==> src/rtl/tt_um_down_timer_8bits.sv <==
// tt_um_down_timer_8bits
//   Programmable down-counting timer with a valid/ready load handshake,
//   one-shot and auto-reload modes, and a registered one-cycle
//   terminal-count pulse.
//
//   Optional build macro: TT_DOWN_TIMER_PRESCALE_EN
//     When defined, the count only steps on every PRESCALE-th enabled cycle.
//
// Ports
//   clk         in   clock, rising edge
//   rst_n       in   asynchronous active-low reset
//   load_valid  in   start value offered
//   load_ready  out  load can be accepted (state != RUN)
//   load_value  in   [WIDTH] start / reload value
//   load_mode   in   0 = one-shot, 1 = auto-reload (sampled with load)
//   en          in   count enable
//   stop        in   synchronous abort while running
//   cnt         out  [WIDTH] current count
//   tc          out  terminal-count pulse
//   busy        out  state == RUN
//   done        out  state == DONE
module tt_um_down_timer_8bits #(
  parameter int unsigned WIDTH    = 8,
  parameter int unsigned PRESCALE = 4
) (
  input  logic             clk,
  input  logic             rst_n,
  input  logic             load_valid,
  output logic             load_ready,
  input  logic [WIDTH-1:0] load_value,
  input  logic             load_mode,
  input  logic             en,
  input  logic             stop,
  output logic [WIDTH-1:0] cnt,
  output logic             tc,
  output logic             busy,
  output logic             done
);

  typedef enum logic [1:0] {
    IDLE = 2'd0,
    RUN  = 2'd1,
    DONE = 2'd2
  } state_t;

  state_t           state, state_n;
  logic [WIDTH-1:0] cnt_n;
  logic [WIDTH-1:0] reload, reload_n;
  logic             mode, mode_n;
  logic             tc_n;
  logic             step;

  localparam logic [WIDTH-1:0] ONE = WIDTH'(1);

`ifdef TT_DOWN_TIMER_PRESCALE_EN
  localparam logic [7:0] PRE_LAST = 8'(PRESCALE - 1);
  logic [7:0] pre, pre_n;
  assign step = en && (pre == PRE_LAST);
`else
  assign step = en;
`endif

  assign busy       = (state == RUN);
  assign done       = (state == DONE);
  assign load_ready = (state != RUN);

  always_comb begin
    state_n  = state;
    cnt_n    = cnt;
    reload_n = reload;
    mode_n   = mode;
    tc_n     = 1'b0;
`ifdef TT_DOWN_TIMER_PRESCALE_EN
    pre_n    = pre;
`endif
    if (state == RUN) begin
      // stop wins over a coincident terminal count, so no tc is raised
      if (stop) begin
        state_n = IDLE;
        cnt_n   = '0;
`ifdef TT_DOWN_TIMER_PRESCALE_EN
        pre_n   = '0;
`endif
      end else begin
`ifdef TT_DOWN_TIMER_PRESCALE_EN
        if (en) pre_n = step ? '0 : pre + 8'd1;
`endif
        if (step) begin
          if (cnt == ONE) begin
            tc_n = 1'b1;
            if (mode) begin
              cnt_n = reload;
            end else begin
              cnt_n   = '0;
              state_n = DONE;
            end
          end else begin
            cnt_n = cnt - ONE;
          end
        end
      end
    end else if (load_valid) begin
      reload_n = load_value;
      mode_n   = load_mode;
      cnt_n    = load_value;
`ifdef TT_DOWN_TIMER_PRESCALE_EN
      pre_n    = '0;
`endif
      // a zero load completes immediately and never loops
      if (load_value == '0) begin
        state_n = DONE;
        tc_n    = 1'b1;
      end else begin
        state_n = RUN;
      end
    end
  end

  always_ff @(posedge clk or negedge rst_n) begin
    if (!rst_n) begin
      state  <= IDLE;
      cnt    <= '0;
      reload <= '0;
      mode   <= 1'b0;
      tc     <= 1'b0;
`ifdef TT_DOWN_TIMER_PRESCALE_EN
      pre    <= '0;
`endif
    end else begin
      state  <= state_n;
      cnt    <= cnt_n;
      reload <= reload_n;
      mode   <= mode_n;
      tc     <= tc_n;
`ifdef TT_DOWN_TIMER_PRESCALE_EN
      pre    <= pre_n;
`endif
    end
  end

endmodule

==> config.mk <==
export PLATFORM = sky130hd
export DESIGN_NAME = tt_um_down_timer_8bits
export DESIGN_NICKNAME = d
export VERILOG_FILES = /design/src/rtl/tt_um_down_timer_8bits.sv
export SDC_FILE = /design/constraint.sdc
export NUM_CORES = 1
export LEC_CHECK = 0
export BUFFER_PORTS_ARGS = -buffer_cell sky130_fd_sc_hd__buf_2
export CORE_MARGIN = 10
export CORE_UTILIZATION = 53
export DETAILED_ROUTE_END_ITERATION = 10
export GPL_TIMING_DRIVEN = 0
export MAX_ROUTING_LAYER = met4
export PLACE_DENSITY = 0.76
export SYNTH_ARGS = -nofsm -noshare
export SYNTH_HDL_FRONTEND = slang
export SYNTH_SLANG_ARGS = --single-unit
==> constraint.sdc <==
create_clock -name clk -period 2.4 [get_ports clk]
set_input_delay 0.48 -clock clk [delete_from_list [all_inputs] [get_ports clk]]
set_output_delay 0.48 -clock clk [all_outputs]
set_load 0.02 [all_outputs]
==> impl_metrics.yaml <==
setup_path:
  cp_slowest_stage_delay_ns: 0.55
  path_max_fanout: 6
  timing.rr.end: "cnt[0]"
  path_class: "reg2reg"
  timing.critical_path.arrival_ns: 2.40
  rrSetupSlack_ns: 0.19
  crit_required_ns: 2.59
  r2r_cells: 6
  crit_chain: "inv_1, ha_1, nor3b_1, nand2_1, o21ai_0, o21ai_0"
  r2r_start: "cnt[1]"
  slowest_stage: "nor3b_1"
  start_kind: "register"
  cp-end-kind: "register"
  cp_common_cell: "o21ai_0"
timing:
  finalClockSkew_ns: 0.0114
  max_slew_margin_pct: 57.7
  maxSlewViolCount: 0
  hold_viol: 0
  min_period_over_period_pct: 92.3
  worstMarginPinSlew_ns: 0.633
  rsz0062_at_grt: "no"
  fin_crit_ns: 2.21
  setup_viol: 0
  fmax_mhz: 452
  setup-tns-final_ns: 0
yosys:
  syn_area_mm2: 0.00117
  syn_avg_cell_area_um2: 9.01
  synthSimpleGateAreaFrac_pct: 27.5
  synthCells: 130
  post_synth_num_cell_types: 43
  synth_xor_area_share_pct: 2.24
  synthMuxAreaShare_pct: 1.82
  synth_fp_nets: 146
  synth_compound_area_share_pct: 19.6
  ys_warn_count: 0
  synthAdderAreaFrac_pct: 2.14
  synth_top_family_by_area: "simple AND/OR/NAND/NOR gates"
  synth_edf_count: 0
  async_flop_share_pct: 100
  ys_seq_area_share_pct: 42.7
  ys_ff_latch: 20
  synthFlopType: "dfrtp_1"
detailed_routing:
  vias: 1107
  wl_mm: 3.00
  drc: 0
  first_pass_iters: 4
  drtAntennaViolNets: 0
  via_per_inst: 5.95
  wl_per_cell_um: 16.2
  dr.first_iter.drc_count: 81
global_routing:
  grt_pass1_vias: 1103
  grt_overflow: 0
  grtUsageTotal_pct: 14.1
  grt_pass1_wl_mm: 4.97
  grt_antenna_before_repair: 0
  grt_max_degree: 21
clock_tree:
  post_cts_resized: 0
  cts.sinks: 20
  clkTransAtPathRegs_ns: 0.12
  clock_latency_ns: 0.30
  h-tree-depth: 1
  clockBufferDepth: 2
  cts_hold_buffers: 0
  cts_tree: "yes"
  root_buffer: "clkbuf_4"
  numCtsBuffers: 3
  postCtsSetupBuffers: 0
floorplanning:
  die_h_um: 67.0
  die_w_um: 67.0
  rows: 16
  num_io_pins: 26
  initial_core_util_pct: 57.9
  die_area_mm2: 0.00449
  core_mm2: 0.00202
outcome:
  status: "completed"
placed_design:
  dp_hpwl_mm: 2.30
  portBuffers: 25
  gp_congestion: 0.875
final_layout:
  utilization_pct: 68.4
  fin_nets: 176
  multi_input_area_um2: 623
  drive_above_1_share_pct: 25.8
  fillCellCount: 178
  regArea_um2: 500
  num_antenna_cells: 0
  final_common_cell: "nand2_1"
  mostFrequentLayoutCells: "31 x nand2_1, 26 x buf_2, 20 x dfrtp_1"
  area_growth_pct: 18.1
min_path:
  hold_class: "in2async"
run:
  cap_viol_max_count: 0
power_and_ir_drop:
  power_density_mw_per_mm2: 1140
  ir_drop_mv: 0.634
  leakage_nw: 0.695
cell usage after synthesis, types with 2 or more instances:
master	number	area share [%]
inv_1	4	1.3
a21boi_0	2	1.3
and3_1	3	1.6
a21oi_1	6	2.6
nand2_1	31	9.9
o31ai_1	3	1.9
clkbuf_1	2	0.64
a22oi_1	7	4.5
o21ai_0	5	2.1
nor2_1	5	1.6
nand3_1	2	0.85
nor3b_1	2	1.3
dfrtp_1	20	43
nor4_1	4	2.1
ha_1	2	2.1
nor2b_1	2	1.1
nor3_1	2	0.85
xor2_1	3	2.2
sequential cells by signal, summed over array words and instances (netlist names):
name	flops
mode	1
reload	8
tc	1
state	2
cnt	8
layer usage:
| layer | vias to the layer above | GRT usage (%) | routed length [um] |
|---|---|---|---|
| li1 | 529 | - | - |
| met1 | 532 | 17.3 | 1350 |
| met2 | 44 | 22.6 | 1450 |
| met3 | 2 | 3.51 | 197 |
| met4 | 0 | 3.08 | 8 |
| met5 | - | - | 0 |
cell type report:
type / count / share of cell area [%]
multi-input combinational: 100 / 45.1
sequential: 20 / 36.2
timing repair buffer: 25 / 9.05
tap: 27 / 2.44
clock inverter: 1 / 2.17
buffer: 5 / 2.08
clock buffer: 3 / 1.63
inverter: 5 / 1.36
worst max-delay path: cells and delay by family (launching register included):
kind / cells / cell delay, ns
AO/OA/AOI/OAI: 2 / 0.56
adder cells (fa/ha/maj): 1 / 0.18
buffers and inverters: 1 / 0.09
flip-flops: 1 / 0.44
AND/OR/NAND/NOR: 2 / 0.82
metrics by stage:
step                hold slack, ns  total power [mW]  cell area (um2)  std cells  worst slack, ns
detailed placement           0.453              1.30             1330        182            0.259
global route                 0.114              1.69             1380        186           0.0141
floorplan                    0.184              1.09             1170        130            0.594
CTS                          0.109              1.58             1380        186            0.215
global placement             0.446              1.28             1330        182            0.235
finish                       0.101              1.58             1380        186            0.185
cell families (layout without fill, tap and decap cells):
family | count (synthesis) | in the layout
and+or+nand+nor | 60 | 60
AOI/OAI and AO/OA | 33 | 33
DFF | 20 | 20
buffers and inverters | 10 | 39
xor gates and xnor gates | 3 | 3
adders and majority gates | 2 | 2
muxes | 2 | 2
worst max path at each step:
stage	from	end	slack (ns)
5_1_grt	cnt[1]	cnt[0]	0.01
6_report	cnt[1]	cnt[0]	0.19
2_1_floorplan	cnt[1]	cnt[0]	0.59
4_1_cts	cnt[1]	cnt[0]	0.22
3_3_place_gp	cnt[1]	cnt[0]	0.24
3_5_place_dp	cnt[1]	cnt[0]	0.26
where the power goes:
part,internal [mW],total [mW],switching (mW)
Clock,0.169,0.276,0.107
Combinational,0.298,0.750,0.451
Sequential,0.447,0.550,0.103
Total,0.914,1.58,0.662
(Power assumes the default switching activity.)
